==> src/rtl/adpcm_float_history_pkg.sv <==
// rtl/adpcm_float_history_pkg.sv - shared float format, defaults and FSM encoding
package adpcm_float_history_pkg;

  localparam int FLOAT_W = 11;
  localparam int DEF_NORM_CYCLES = 15;

  typedef logic [FLOAT_W-1:0] float_t;

  localparam float_t DEF_RESET_FLOAT = 11'h020;

  typedef enum logic [1:0] {
    ST_IDLE   = 2'd0,
    ST_LOAD   = 2'd1,
    ST_NORM   = 2'd2,
    ST_COMMIT = 2'd3
  } state_e;

  // 16'h8000 negates to itself, so its magnitude wraps to 0 while the sign stays set.
  function automatic logic [14:0] sr_magnitude(input logic [15:0] sr);
    logic [15:0] neg;
    neg = -sr;
    return sr[15] ? neg[14:0] : sr[14:0];
  endfunction

endpackage

==> src/rtl/adpcm_float_history_if.sv <==
// rtl/adpcm_float_history_if.sv - sample inputs and float history outputs
interface adpcm_float_history_if;
  import adpcm_float_history_pkg::*;

  logic        start_trig;
  logic [15:0] DQ;
  logic [15:0] SR;
  float_t      DQ1, DQ2, DQ3, DQ4, DQ5, DQ6;
  float_t      SR1, SR2;
  logic        busy;
  logic        done;
  logic        overrun;

  modport master (
    output start_trig, DQ, SR,
    input  DQ1, DQ2, DQ3, DQ4, DQ5, DQ6, SR1, SR2, busy, done, overrun
  );

  modport slave (
    input  start_trig, DQ, SR,
    output DQ1, DQ2, DQ3, DQ4, DQ5, DQ6, SR1, SR2, busy, done, overrun
  );

endinterface

==> src/rtl/adpcm_norm_serial.sv <==
// rtl/adpcm_norm_serial.sv - serial left-shift normalizer producing exp/mant
module adpcm_norm_serial (
  input  logic        clk,
  input  logic        reset,
  input  logic        load,
  input  logic [14:0] mag,
  output logic [3:0]  exp,
  output logic [5:0]  mant
);

  logic [14:0] m_q, m_d;
  logic [3:0]  shifts_q, shifts_d;

  always_comb begin
    m_d      = m_q;
    shifts_d = shifts_q;
    if (load) begin
      m_d      = mag;
      shifts_d = 4'd0;
    end else if (!m_q[14] && shifts_q != 4'd15) begin
      m_d      = {m_q[13:0], 1'b0};
      shifts_d = shifts_q + 4'd1;
    end
  end

  always_ff @(posedge clk) begin
    if (reset) begin
      m_q      <= '0;
      shifts_q <= '0;
    end else begin
      m_q      <= m_d;
      shifts_q <= shifts_d;
    end
  end

  // A zero magnitude never normalizes; it maps to the format's fixed zero encoding.
  always_comb begin
    if (m_q == '0) begin
      exp  = 4'd0;
      mant = 6'd32;
    end else begin
      exp  = 4'd15 - shifts_q;
      mant = m_q[14:9];
    end
  end

endmodule

==> src/rtl/adpcm_float_history.sv <==
// rtl/adpcm_float_history.sv - converts DQ/SR to float once per sample and keeps the delay lines
module adpcm_float_history
  import adpcm_float_history_pkg::*;
#(
  parameter float_t RESET_FLOAT = DEF_RESET_FLOAT,
  parameter int     NORM_CYCLES = DEF_NORM_CYCLES
) (
  input  logic                  clk,
  input  logic                  reset,
  adpcm_float_history_if.slave  bus
);

  state_e               state_q, state_d;
  logic [4:0]           norm_cnt_q, norm_cnt_d;
  logic                 start_trig_q, start_trig_d;
  logic                 overrun_q, overrun_d;
  logic                 dq_sign_q, dq_sign_d;
  logic                 sr_sign_q, sr_sign_d;
  logic [5:0][10:0]     dq_hist_q, dq_hist_d;
  logic [1:0][10:0]     sr_hist_q, sr_hist_d;
  logic                 start, norm_load, busy, done;
  logic [3:0]           dq_exp, sr_exp;
  logic [5:0]           dq_mant, sr_mant;

  assign start_trig_d = bus.start_trig;
  assign start        = bus.start_trig & ~start_trig_q;

  always_ff @(posedge clk) begin
    if (reset) begin
      state_q      <= ST_IDLE;
      norm_cnt_q   <= '0;
      start_trig_q <= 1'b0;
      overrun_q    <= 1'b0;
      dq_sign_q    <= 1'b0;
      sr_sign_q    <= 1'b0;
      dq_hist_q    <= {6{RESET_FLOAT}};
      sr_hist_q    <= {2{RESET_FLOAT}};
    end else begin
      state_q      <= state_d;
      norm_cnt_q   <= norm_cnt_d;
      start_trig_q <= start_trig_d;
      overrun_q    <= overrun_d;
      dq_sign_q    <= dq_sign_d;
      sr_sign_q    <= sr_sign_d;
      dq_hist_q    <= dq_hist_d;
      sr_hist_q    <= sr_hist_d;
    end
  end

  always_comb begin
    state_d    = state_q;
    norm_cnt_d = norm_cnt_q;
    case (state_q)
      ST_IDLE:   if (start) state_d = ST_LOAD;
      ST_LOAD: begin
        state_d    = ST_NORM;
        norm_cnt_d = '0;
      end
      ST_NORM: begin
        if (norm_cnt_q == 5'(NORM_CYCLES - 1)) state_d = ST_COMMIT;
        else norm_cnt_d = norm_cnt_q + 5'd1;
      end
      ST_COMMIT: state_d = ST_IDLE;
      default:   state_d = ST_IDLE;
    endcase
  end

  // Overrun is registered so no input reaches an output combinationally.
  always_comb begin
    busy      = (state_q == ST_LOAD) || (state_q == ST_NORM);
    done      = (state_q == ST_COMMIT);
    norm_load = (state_q == ST_LOAD);
    overrun_d = start && (state_q != ST_IDLE);
    dq_sign_d = dq_sign_q;
    sr_sign_d = sr_sign_q;
    dq_hist_d = dq_hist_q;
    sr_hist_d = sr_hist_q;
    if (state_q == ST_LOAD) begin
      dq_sign_d = bus.DQ[15];
      sr_sign_d = bus.SR[15];
    end
    if (state_q == ST_COMMIT) begin
      dq_hist_d = {dq_hist_q[4:0], {dq_sign_q, dq_exp, dq_mant}};
      sr_hist_d = {sr_hist_q[0], {sr_sign_q, sr_exp, sr_mant}};
    end
  end

  adpcm_norm_serial u_norm_dq (
    .clk   (clk),
    .reset (reset),
    .load  (norm_load),
    .mag   (bus.DQ[14:0]),
    .exp   (dq_exp),
    .mant  (dq_mant)
  );

  adpcm_norm_serial u_norm_sr (
    .clk   (clk),
    .reset (reset),
    .load  (norm_load),
    .mag   (sr_magnitude(bus.SR)),
    .exp   (sr_exp),
    .mant  (sr_mant)
  );

  assign bus.DQ1     = dq_hist_q[0];
  assign bus.DQ2     = dq_hist_q[1];
  assign bus.DQ3     = dq_hist_q[2];
  assign bus.DQ4     = dq_hist_q[3];
  assign bus.DQ5     = dq_hist_q[4];
  assign bus.DQ6     = dq_hist_q[5];
  assign bus.SR1     = sr_hist_q[0];
  assign bus.SR2     = sr_hist_q[1];
  assign bus.busy    = busy;
  assign bus.done    = done;
  assign bus.overrun = overrun_q;

endmodule

==> src/flat_wrapper.sv <==
// flat-port wrapper written by rule: the top's interface ports become plain ports
module adpcm_float_history_flat import adpcm_float_history_pkg::*;
#(
  parameter float_t RESET_FLOAT = DEF_RESET_FLOAT,
  parameter int     NORM_CYCLES = DEF_NORM_CYCLES
)
  (clk, reset, bus_start_trig, bus_DQ, bus_SR, bus_DQ1, bus_DQ2, bus_DQ3, bus_DQ4, bus_DQ5, bus_DQ6, bus_SR1, bus_SR2, bus_busy, bus_done, bus_overrun);
  adpcm_float_history_if bus_i ();
  input  logic clk;
  input  logic reset;
  input wire logic [$bits(bus_i.start_trig)-1:0] bus_start_trig;
  input wire logic [$bits(bus_i.DQ)-1:0] bus_DQ;
  input wire logic [$bits(bus_i.SR)-1:0] bus_SR;
  output wire logic [$bits(bus_i.DQ1)-1:0] bus_DQ1;
  output wire logic [$bits(bus_i.DQ2)-1:0] bus_DQ2;
  output wire logic [$bits(bus_i.DQ3)-1:0] bus_DQ3;
  output wire logic [$bits(bus_i.DQ4)-1:0] bus_DQ4;
  output wire logic [$bits(bus_i.DQ5)-1:0] bus_DQ5;
  output wire logic [$bits(bus_i.DQ6)-1:0] bus_DQ6;
  output wire logic [$bits(bus_i.SR1)-1:0] bus_SR1;
  output wire logic [$bits(bus_i.SR2)-1:0] bus_SR2;
  output wire logic [$bits(bus_i.busy)-1:0] bus_busy;
  output wire logic [$bits(bus_i.done)-1:0] bus_done;
  output wire logic [$bits(bus_i.overrun)-1:0] bus_overrun;
  assign bus_i.start_trig = bus_start_trig;
  assign bus_i.DQ = bus_DQ;
  assign bus_i.SR = bus_SR;
  assign bus_DQ1 = bus_i.DQ1;
  assign bus_DQ2 = bus_i.DQ2;
  assign bus_DQ3 = bus_i.DQ3;
  assign bus_DQ4 = bus_i.DQ4;
  assign bus_DQ5 = bus_i.DQ5;
  assign bus_DQ6 = bus_i.DQ6;
  assign bus_SR1 = bus_i.SR1;
  assign bus_SR2 = bus_i.SR2;
  assign bus_busy = bus_i.busy;
  assign bus_done = bus_i.done;
  assign bus_overrun = bus_i.overrun;
  adpcm_float_history #(.RESET_FLOAT(RESET_FLOAT), .NORM_CYCLES(NORM_CYCLES)) u_core (.clk(clk), .reset(reset), .bus(bus_i));
endmodule
==> config.mk <==
export PLATFORM = sky130hd
export DESIGN_NAME = adpcm_float_history_flat
export DESIGN_NICKNAME = d
export VERILOG_FILES = /design/src/rtl/adpcm_float_history_pkg.sv /design/src/rtl/adpcm_float_history_if.sv /design/src/rtl/adpcm_norm_serial.sv /design/src/rtl/adpcm_float_history.sv /design/src/flat_wrapper.sv
export SDC_FILE = /design/constraint.sdc
export NUM_CORES = 1
export LEC_CHECK = 0
export ABC_AREA = 0
export BUFFER_PORTS_ARGS = -buffer_cell sky130_fd_sc_hd__buf_2
export CAP_MARGIN = 20
export CORE_MARGIN = 4
export CORE_UTILIZATION = 49
export CTS_BUF_LIST = sky130_fd_sc_hd__clkbuf_16
export DETAILED_ROUTE_END_ITERATION = 10
export GPL_ROUTABILITY_DRIVEN = 1
export PLACE_DENSITY = 0.73
export SYNTH_ARGS = -nofsm -noshare
export SYNTH_HDL_FRONTEND = slang
export SYNTH_SLANG_ARGS = --single-unit
==> constraint.sdc <==
create_clock -name clk -period 2.6 [get_ports clk]
set_input_delay 0.13 -clock clk [delete_from_list [all_inputs] [get_ports clk]]
set_output_delay 0.13 -clock clk [all_outputs]
set_load 0.02 [all_outputs]
Yosys cells after proc, flatten, opt, wreduce, memory -nomap -nowiden
Cells that the tools add are included.
{"block": "totals", "regBits": 137, "in_bits": 35, "output_inout_bits": 91, "elab_cells": 65}
{"block": "op_classes", "add_sub_neg": 6, "eq_ne": 9, "muxes": 14, "n_bitwise": 2, "reduce_logical": 16}
{"op": "15-bit 2-to-1 mux", "n": 5}
{"op": "15-bit logical NOT", "n": 2}
{"op": "15-bit negation", "n": 1}
{"op": "6-bit 2-to-1 mux", "n": 2}
{"op": "5-bit case mux with 2 select lines", "n": 1}
{"op": "4-bit by 1-bit adder with 4-bit output, second input constant", "n": 2}
{"op": "4-bit 2-to-1 mux", "n": 2}
{"op": "4-bit inequality test, second input constant", "n": 2}
{"op": "2-bit case mux with 4 select lines", "n": 1}
{"op": "2-bit nonzero test", "n": 4}
{"op": "4-bit subtractor, first input constant", "n": 2}
{"op": "5-bit by 1-bit adder with 5-bit output, second input constant", "n": 1}
{"op": "5-bit by 4-bit == test with 1-bit output, second input constant", "n": 1}
{"op": "5-bit 2-to-1 mux", "n": 1}
{"op": "2-bit == test, second input constant", "n": 2}
{"op": "2-bit 2-to-1 mux", "n": 2}
{"op": "2-bit by 1-bit inequality test with 1-bit output, second input constant", "n": 2}
{"op": "2-bit AND reduction", "n": 2}
{"op": "1-bit logical AND", "n": 3}
{"op": "2-bit by 1-bit == test with 1-bit output, second input constant", "n": 1}
{"op": "1-bit logical NOT", "n": 2}
{"op": "2-bit logical NOT", "n": 1}
{"op": "2-bit inequality test, second input constant", "n": 1}
{"op": "2-bit OR reduction", "n": 1}
{"op": "3 further kinds", "n": 3}

Depth between registers and ports, before layout
Gate-level depths: netlist of the first run.
{"block": "logic_depth", "ltp_word": 4, "depth_mapped": 7, "mapped_depth_nobuf": 6}

Cells and area by module
A second synthesis of the first run with hierarchy kept.
{"block": "hier_totals", "cells_unflattened": 624, "hier_area_um2": 5957.0}
{"mod": "adpcm_float_history", "instances": 1, "cells_per_inst": 392, "area_each_um2": 3990.1, "seq_area_each_um2": 1981.9}
{"mod": "adpcm_norm_serial", "instances": 2, "cells_per_inst": 116, "area_each_um2": 983.4, "seq_area_each_um2": 380.4}

Worst setup path after synthesis of the first run
Ideal clock, no wire load.
{"block": "synth_path", "kind": "register to register", "start": "reg u_core.u_norm_dq.shifts_q[0]", "end": "reg u_core.u_norm_dq.m_q[10]", "setup_time_ns": 0.128, "t_arrival_ns": 1.727, "t_required_ns": 2.472, "slack_ns": 0.745, "path_stages_with_launch": 7, "n_path_buf": 1, "period_less_slack_ns": 1.855, "cell_sequence": "dfxtp_1 -> ha_1 -> a31oi_2 -> buf_2 -> mux2_2 -> mux2i_1 -> nor2_1"}
{"block": "synth_via", "elab_chain_cells": 3}
{"item": "start, declared", "line_no": "adpcm_norm_serial.sv:12", "rtl": "logic [3:0] shifts_q, shifts_d;"}
{"item": "start signal, assigned", "line_no": "adpcm_norm_serial.sv:32", "rtl": "shifts_q <= shifts_d;"}
{"item": "4-bit inequality test", "line_no": "adpcm_norm_serial.sv:20", "rtl": "end else if (!m_q[14] && shifts_q != 4'd15) begin"}
{"item": "1-bit logical AND", "line_no": "adpcm_norm_serial.sv:20"}
{"item": "2-bit nonzero test (no line)"}
{"item": "end signal, assigned", "line_no": "adpcm_norm_serial.sv:31", "rtl": "m_q <= m_d;"}
{"item": "end, declared", "line_no": "adpcm_norm_serial.sv:11", "rtl": "logic [14:0] m_q, m_d;"}
No other way between the ends.
A chain may end at the register's enable or synchronous reset.

Worst setup path after layout of the first run
{"block": "layout_path", "start": "in bus_SR[0]", "end": "reg u_core.u_norm_sr.m_q[8]"}
{"block": "layout_via", "elab_chain_cells": 3}
{"item": "start, declared", "line_no": "flat_wrapper.sv:13", "rtl": "input wire logic [$bits(bus_i.SR)-1:0] bus_SR;"}
{"item": "15-bit negation", "line_no": "adpcm_float_history_pkg.sv:21", "rtl": "neg = -sr;"}
{"item": "15-bit 2-to-1 mux", "line_no": "adpcm_float_history_pkg.sv:22", "rtl": "return sr[15] ? neg[14:0] : sr[14:0];"}
{"item": "15-bit 2-to-1 mux", "line_no": "adpcm_norm_serial.sv:17", "rtl": "if (load) begin"}
{"item": "end signal, assigned", "line_no": "adpcm_norm_serial.sv:31"}
{"item": "end, declared", "line_no": "adpcm_norm_serial.sv:11"}
No other way between the ends.

==> results by group, run 1 <==
Run status
  – Status: completed

Routing
  – Total iterations of the first detailed-routing run: 4
  – Vias: 4660
  – WL final: 13000 um
  – Mean routed wirelength per cell: 15.1 um
  – DRC Markers: 0
  – DR vias/cell: 5.41
  – Drt initial violations: 276
  – DRT antenna net count: 0

Clocking
  – Post-CTS Resized: 0
  – CTS tree: built
  – Clock transition at path regs: 0.06 ns
  – # H-tree levels: 4
  – Clock tree buffer depth: 2
  – CTS Sinks: 137
  – Root buffer cell: clkbuf_16
  – Clk Latency, worst-skew pair: 0.42 ns
  – Post-CTS repair timing setup buffer count: 0
  – CTS buffer count: 17

STA
  – Worst Tran Pin Value: 0.553 ns
  – Max Slew Vio Count: 0
  – Unrepaired setup endpoints after global routing: false
  – Worst clock skew: 0.00715 ns
  – Post-route setup TNS: 0 ns
  – WHS: 0.0380 ns
  – Max Clk Rate: 0.482 GHz
  – Clock period minus worst slack: 2.08 ns
  – Slew headroom: 63.2%
  – Hold Violations, Final: 0
  – Setup violators final: 0
  – Final WS setup: 0.524 ns
  – Final period util: 79.8%

Critical path
  – Top cell family by delay on the critical path: buffers and inverters
  – Critical path endpoint category: flip-flop
  – Slowest cell delay on critical path: 0.52 ns
  – Critical Path, Cell by Cell: dlygate4sd3_1 -> buf_2 -> inv_1 -> ha_1 -> or4b_4 -> o41ai_1 -> xor2_1 -> a2111oi_0
  – Buf/Inv on CP: 3
  – Critical path class: in -> reg
  – Max FO, Critical Path: 6
  – Worst EP arrival: 2.37 ns
  – CP required: 2.89 ns
  – Startpoint Class: input port
  – Slowest CP cell: dlygate4sd3_1

Synthesis
  – Synthesized flop and latch total: 137
  – Register area share after synthesis: 47.9%
  – Post-Syn Nets: 623
  – Synthesized area per cell: 9.91 sq um
  – Syn. warnings: 0
  – Synthesized cell area: 0.00573 sq mm
  – Async SR Flop Fraction: 0%
  – Dominant synthesized flop cell: dfxtp_1
  – Mapped Cells: 578
  – Yosys cell types: 48
  – Number of synthesized flops with an enable pin: 0

Placed design
  – Count of buffers from port buffering: 125
  – DP Cell Count: 812
  – Post-placement setup slack: 0.612 ns
  – Placed Area: 0.00645 sq mm
  – Detailed placement HPWL: 8740 um
  – RD Place Congestion: 0.769

GRT
  – Initial antenna violation count: 0
  – Gr usage total: 19.7%
  – First-pass GRT wire length: 21200 um
  – Vias in the first global route: 4417
  – Congestion Overflow GR: 0
  – Largest net degree at the start of global routing: 85

Cells and area
  – Layout area overhead: 25.4%
  – ANT cells: 0
  – Share of cells above drive strength 1: 26.2%
  – Final nets: 751
  – Non-filler cells, final: 861
  – Post-route cell area: 0.00718 sq mm
  – Filler cell count: 961

Floorplan
  – Ports: 126
  – Starting Density: 50.1%
  – Chip height: 116 um
  – CORE AREA: 0.0114 sq mm
  – Die Area: 0.0135 sq mm
  – Row count: 39
  – Chip width: 116 um

Flow run
  – Max_cap viols: 0

Power and ir drop
  – Maximum vdd drop: 0.568 mV
  – Power per cell area: 931 mW/mm^2
  – Static Leakage: 2.96 nW

Hold path
  – Worst min path class: in -> reg
## cells in the final DEF, fill, tap and decap left out, types with 3 or more instances in the layout
master         netlist  routed
a2111oi_0            3       3
a211o_1              6       6
a211oi_1            15      15
a21oi_1             11      11
a2bb2oi_1            9       9
and2_1               8       8
buf_2               11     124
buf_4                0       5
clkbuf_16            0      17
clkinv_4             0       4
clkinvlp_4           0       4
dfxtp_1            137     137
dlygate4sd3_1        0      18
ha_1                10       8
inv_1               12      12
mux2_2              13      13
mux2i_1             92      92
nand2_1              6       6
nand2b_1             5       5
nand3_1              4       4
nand4_1              3       3
nor2_1             108     108
nor2b_1              6       6
nor3_1              16      16
nor4_1               7       7
o211ai_1             3       3
o21ai_0             10      10
o22ai_1              4       4
o41ai_2              3       3
or2_2                5       5
or3_1                5       5
or4_1                3       3
xnor2_1              3       3
xor2_1              12      12
## stage by stage
stage,utilization [%],power [mW]
3_5_place_dp,56.5,4.47
6_report,62.9,6.68
3_3_place_gp,56.5,4.39
5_1_grt,62.9,7.05
2_1_floorplan,-,4.03
4_1_cts,62.9,6.73
## worst paths after layout
path,startpoint,end,slack [ns],depth (start not counted)
worst max-delay path,bus_SR[0],u_core.u_norm_sr.m_q[8],0.52,8
worst min-delay path,bus_SR[4],u_core.u_norm_sr.m_q[4],0.04,3
worst max register to register,u_core.u_norm_sr.shifts_q[0],u_core.u_norm_sr.m_q[10],0.60,6
worst min register to register,u_core.start_trig_q,u_core.bus.overrun,0.41,1
## logic make-up (layout without fill, tap and decap cells)
family	after synthesis	in the layout	synth area share [%]
xor gates and xnor gates	15	15	2.29
and+or+nand+nor	182	182	14.9
buffers and inverters	52	192	3.78
adders and majority gates	10	10	2.19
muxes	105	105	18.6
DFF	137	137	47.9
AOI/OAI and AO/OA	77	77	10.3
## report_power, final
part           internal (mW)  total [mW]  switching (mW)
registers               2.38        2.67           0.283
logic                  0.817        1.80           0.986
clock network           1.31        2.21           0.903
total                   4.51        6.68            2.17
## layer usage
metal / wire (um) / share of wire, % / GRT usage, %
met2: 6090 / 47 / 30.9
met1: 5780 / 44 / 25.3
met4: 347 / 2.7 / 9.51
met3: 811 / 6.2 / 5.44
met5: 0 / 0 / 0
## Yosys cell counts, drive strengths merged (4+ instances only)
| cell | instances | area (sq um) |
|---|---|---|
| nor2 | 108 | 405 |
| or3 | 5 | 31.3 |
| clkbuf | 23 | 86.3 |
| nor2b | 6 | 37.5 |
| or2 | 5 | 31.3 |
| ha | 10 | 125 |
| nand2b | 5 | 31.3 |
| nor4 | 7 | 43.8 |
| nor3 | 16 | 80.1 |
| o21ai | 10 | 50.1 |
| a211o | 6 | 52.6 |
| a211oi | 15 | 113 |
| mux2i | 92 | 921 |
| nand3 | 4 | 20.0 |
| dfxtp | 137 | 2740 |
| a21oi | 11 | 55.1 |
| mux2 | 13 | 146 |
| a2bb2oi | 9 | 78.8 |
| buf | 17 | 85.1 |
| xor2 | 12 | 105 |
| nand2 | 6 | 22.5 |
| inv | 12 | 45.0 |
| o41ai | 5 | 66.3 |
| and2 | 8 | 50.1 |
| or4 | 4 | 33.8 |
| o22ai | 4 | 25.0 |
## worst register-to-register path: stages, from the launching register on
cell and delay (ns):
dfxtp_1 0.35, ha_1 0.28, a31oi_1 0.37, buf_4 0.26
nor3_1 0.06, or4_1 0.48, a21oi_1 0.13
## layout make-up
class                      count  area (sq um)  area share (%)
clock buffer                  17           425            5.93
clock inverter                14           126            1.76
inverter                      12          45.0           0.628
multi-input combinational    389          2780            38.7
sequential                   137          2740            38.2
tap                          143           179            2.49
timing repair buffer         149           878            12.2
## timing repair
item                                    in CTS  in global routing
endpoints found under the hold margin       19                  0
hold buffers                                18                  0
endpoints found under the setup margin       0                  0
## state kept, by name, summed over array words and instances, names as in the netlist, 2 cells and up
name                       flops
u_core.u_norm_sr.shifts_q      4
u_core.u_norm_dq.m_q          15
u_core.bus.DQ6                11
u_core.norm_cnt_q              5
u_core.bus.DQ4                11
u_core.bus.DQ5                11
u_core.bus.DQ2                11
u_core.u_norm_dq.shifts_q      4
u_core.u_norm_sr.m_q          15
u_core.bus.SR1                11
u_core.bus.DQ1                11
u_core.state_q                 2
u_core.bus.DQ3                11
u_core.bus.SR2                11
Note: power is estimated with default switching activity, not from simulation.
==> run 2: changes to the inputs <==
Settings changed: PLACE_DENSITY 0.73 to 0.76.
Clock period 2.6 ns to 1.9 ns, I/O delays scaled along.
==> results by group, run 2 (synthesis results as in run 1) <==
Run status
  – Status: completed

GRT
  – Congestion Overflow GR: 0
  – Largest net degree at the start of global routing: 71
  – First-pass GRT wire length: 21600 um
  – Gr usage total: 20.1%
  – Initial antenna violation count: 0
  – Vias in the first global route: 4525

Hold path
  – Hold depth: 3
  – Worst min path class: in -> reg

STA
  – Clock period minus worst slack: 1.79 ns
  – Final WS setup: 0.111 ns
  – Hold Violations, Final: 0
  – Final period util: 94.1%
  – Setup violators final: 0
  – Worst clock skew: 0.00809 ns
  – Worst Tran Pin Value: 0.586 ns
  – Unrepaired setup endpoints after global routing: true
  – Slew headroom: 61.0%
  – Post-route setup TNS: 0 ns
  – Max Clk Rate: 0.559 GHz
  – Max Slew Vio Count: 0

Floorplan
  – Die Area: 0.0135 sq mm
  – Chip height: 116 um
  – Ports: 126
  – CORE AREA: 0.0114 sq mm
  – Chip width: 116 um
  – Row count: 39
  – Starting Density: 50.1%

Cells and area
  – Top flop regs: u_core.u_norm_dq.m_q x15, u_core.u_norm_sr.m_q x15
  – Final nets: 756
  – Final core occ: 64.2%
  – Register Area: 0.00274 sq mm
  – Layout area overhead: 28.1%
  – Commonest cells after routing, fill and taps aside: dfxtp_1, buf_2, nor2_1
  – Filler cell count: 921
  – Share of cells above drive strength 1: 26.4%
  – Area occupied by multi-input gates: 0.00279 sq mm
  – ANT cells: 0
  – Commonest non-fill, non-tap cell in the layout: dfxtp_1

Placed design
  – Count of buffers from port buffering: 125
  – Post-placement setup slack: 0.0449 ns
  – RD Place Congestion: 0.771
  – Detailed placement HPWL: 9020 um

Critical path
  – Slowest cell delay on critical path: 0.46 ns
  – Critical Path, Cell by Cell: ha_4 -> buf_16 -> buf_2
  – FF-to-FF path depth: 5
  – Critical path endpoint category: primary output
  – Slowest CP cell: dfxtp_1
  – Top cell family by delay on the critical path: flip-flops
  – Max FO, Critical Path: 28
  – Startpoint Class: flip-flop
  – Worst EP arrival: 1.69 ns
  – Crit path depth: 3
  – Critical path class: reg -> out
  – R2R Setup Slk: 0.12 ns
  – Buf/Inv on CP: 2
  – CP required: 1.80 ns

Clocking
  – Clock tree buffer depth: 2
  – CTS buffer count: 17
  – CTS tree: built
  – CTS Sinks: 137
  – Clock transition at path regs: 0.05 ns
  – # H-tree levels: 4
  – Clk Latency, worst-skew pair: 0.42 ns
  – Root buffer cell: clkbuf_16

Routing
  – DRT antenna net count: 0
  – DRC Markers: 0
  – DR vias/cell: 5.36
  – Total iterations of the first detailed-routing run: 5
  – WL final: 13300 um
  – Vias: 4638
  – Drt initial violations: 220
  – Mean routed wirelength per cell: 15.4 um

Power and ir drop
  – Static Leakage: 3.03 nW
  – Power per cell area: 1330 mW/mm^2
  – Maximum vdd drop: 0.980 mV

Flow run
  – Max_cap viols: 0
run 2: cell count changes in the layout (fill, tap and decap cells not counted), moves of 2 or more:
cell | before | now
inv_6 | 2 | 0
bufinv_16 | 1 | 5
clkinv_4 | 4 | 2
buf_4 | 5 | 9
run 2: path summary, 6_finish.rpt:
path | from | end
max | u_core.state_q[0] | bus_done
min | bus_SR[4] | u_core.u_norm_sr.m_q[4]
max reg2reg | u_core.u_norm_sr.shifts_q[0] | u_core.u_norm_sr.m_q[12]
min reg2reg | u_core.start_trig_q | u_core.bus.overrun
run 2: repair_timing:
| item | CTS | global route |
|---|---|---|
| hold buffers | 18 | 0 |
| endpoints found under the hold margin | 19 | 0 |
| resized for setup | 0 | 3 |
| buffers inserted | 0 | 0 |
| endpoints found under the setup margin | 0 | 7 |
run 2: worst reg2reg max path, cell delays in order (launching register included):
cell,delay [ns]
dfxtp_1,0.40
ha_1,0.27
a31o_2,0.39
nor3_1,0.08
or3_1,0.33
a211oi_1,0.21
run 2: report_power, final:
group / internal (mW) / switching [mW] / total [mW]
sequential: 3.26 / 0.388 / 3.65
clock: 2.30 / 1.21 / 3.51
combinational: 1.19 / 1.39 / 2.58
run 2: metal layers:
layer | global-route usage (%) | vias to the layer above | wire length (um)
met5 | 0 | - | 0
met4 | 7.12 | 0 | 184
met3 | 6.37 | 17 | 742
met2 | 33.6 | 120 | 6470
met1 | 24.4 | 2193 | 5930
li1 | - | 2308 | -
run 2: area by class of cell:
class,instances,share of cell area (%)
multi-input combinational,389,38.1
sequential,137,37.4
timing repair buffer,154,12.8
clock buffer,17,5.80
clock inverter,14,2.82
tap,143,2.44
inverter,12,0.614
run 2: metrics by stage:
| stage | hold WS [ns] | area, sq um | cells | power, mW |
|---|---|---|---|---|
| 2_1_floorplan | 0.230 | 5730 | 578 | 5.52 |
| 3_3_place_gp | 0.326 | 6480 | 816 | 6.05 |
| 3_5_place_dp | 0.343 | 6480 | 816 | 6.16 |
| 4_1_cts | 0.00856 | 7290 | 865 | 9.73 |
| 5_1_grt | 0.0341 | 7330 | 866 | 10.2 |
| 6_report | 0.0245 | 7330 | 866 | 9.74 |
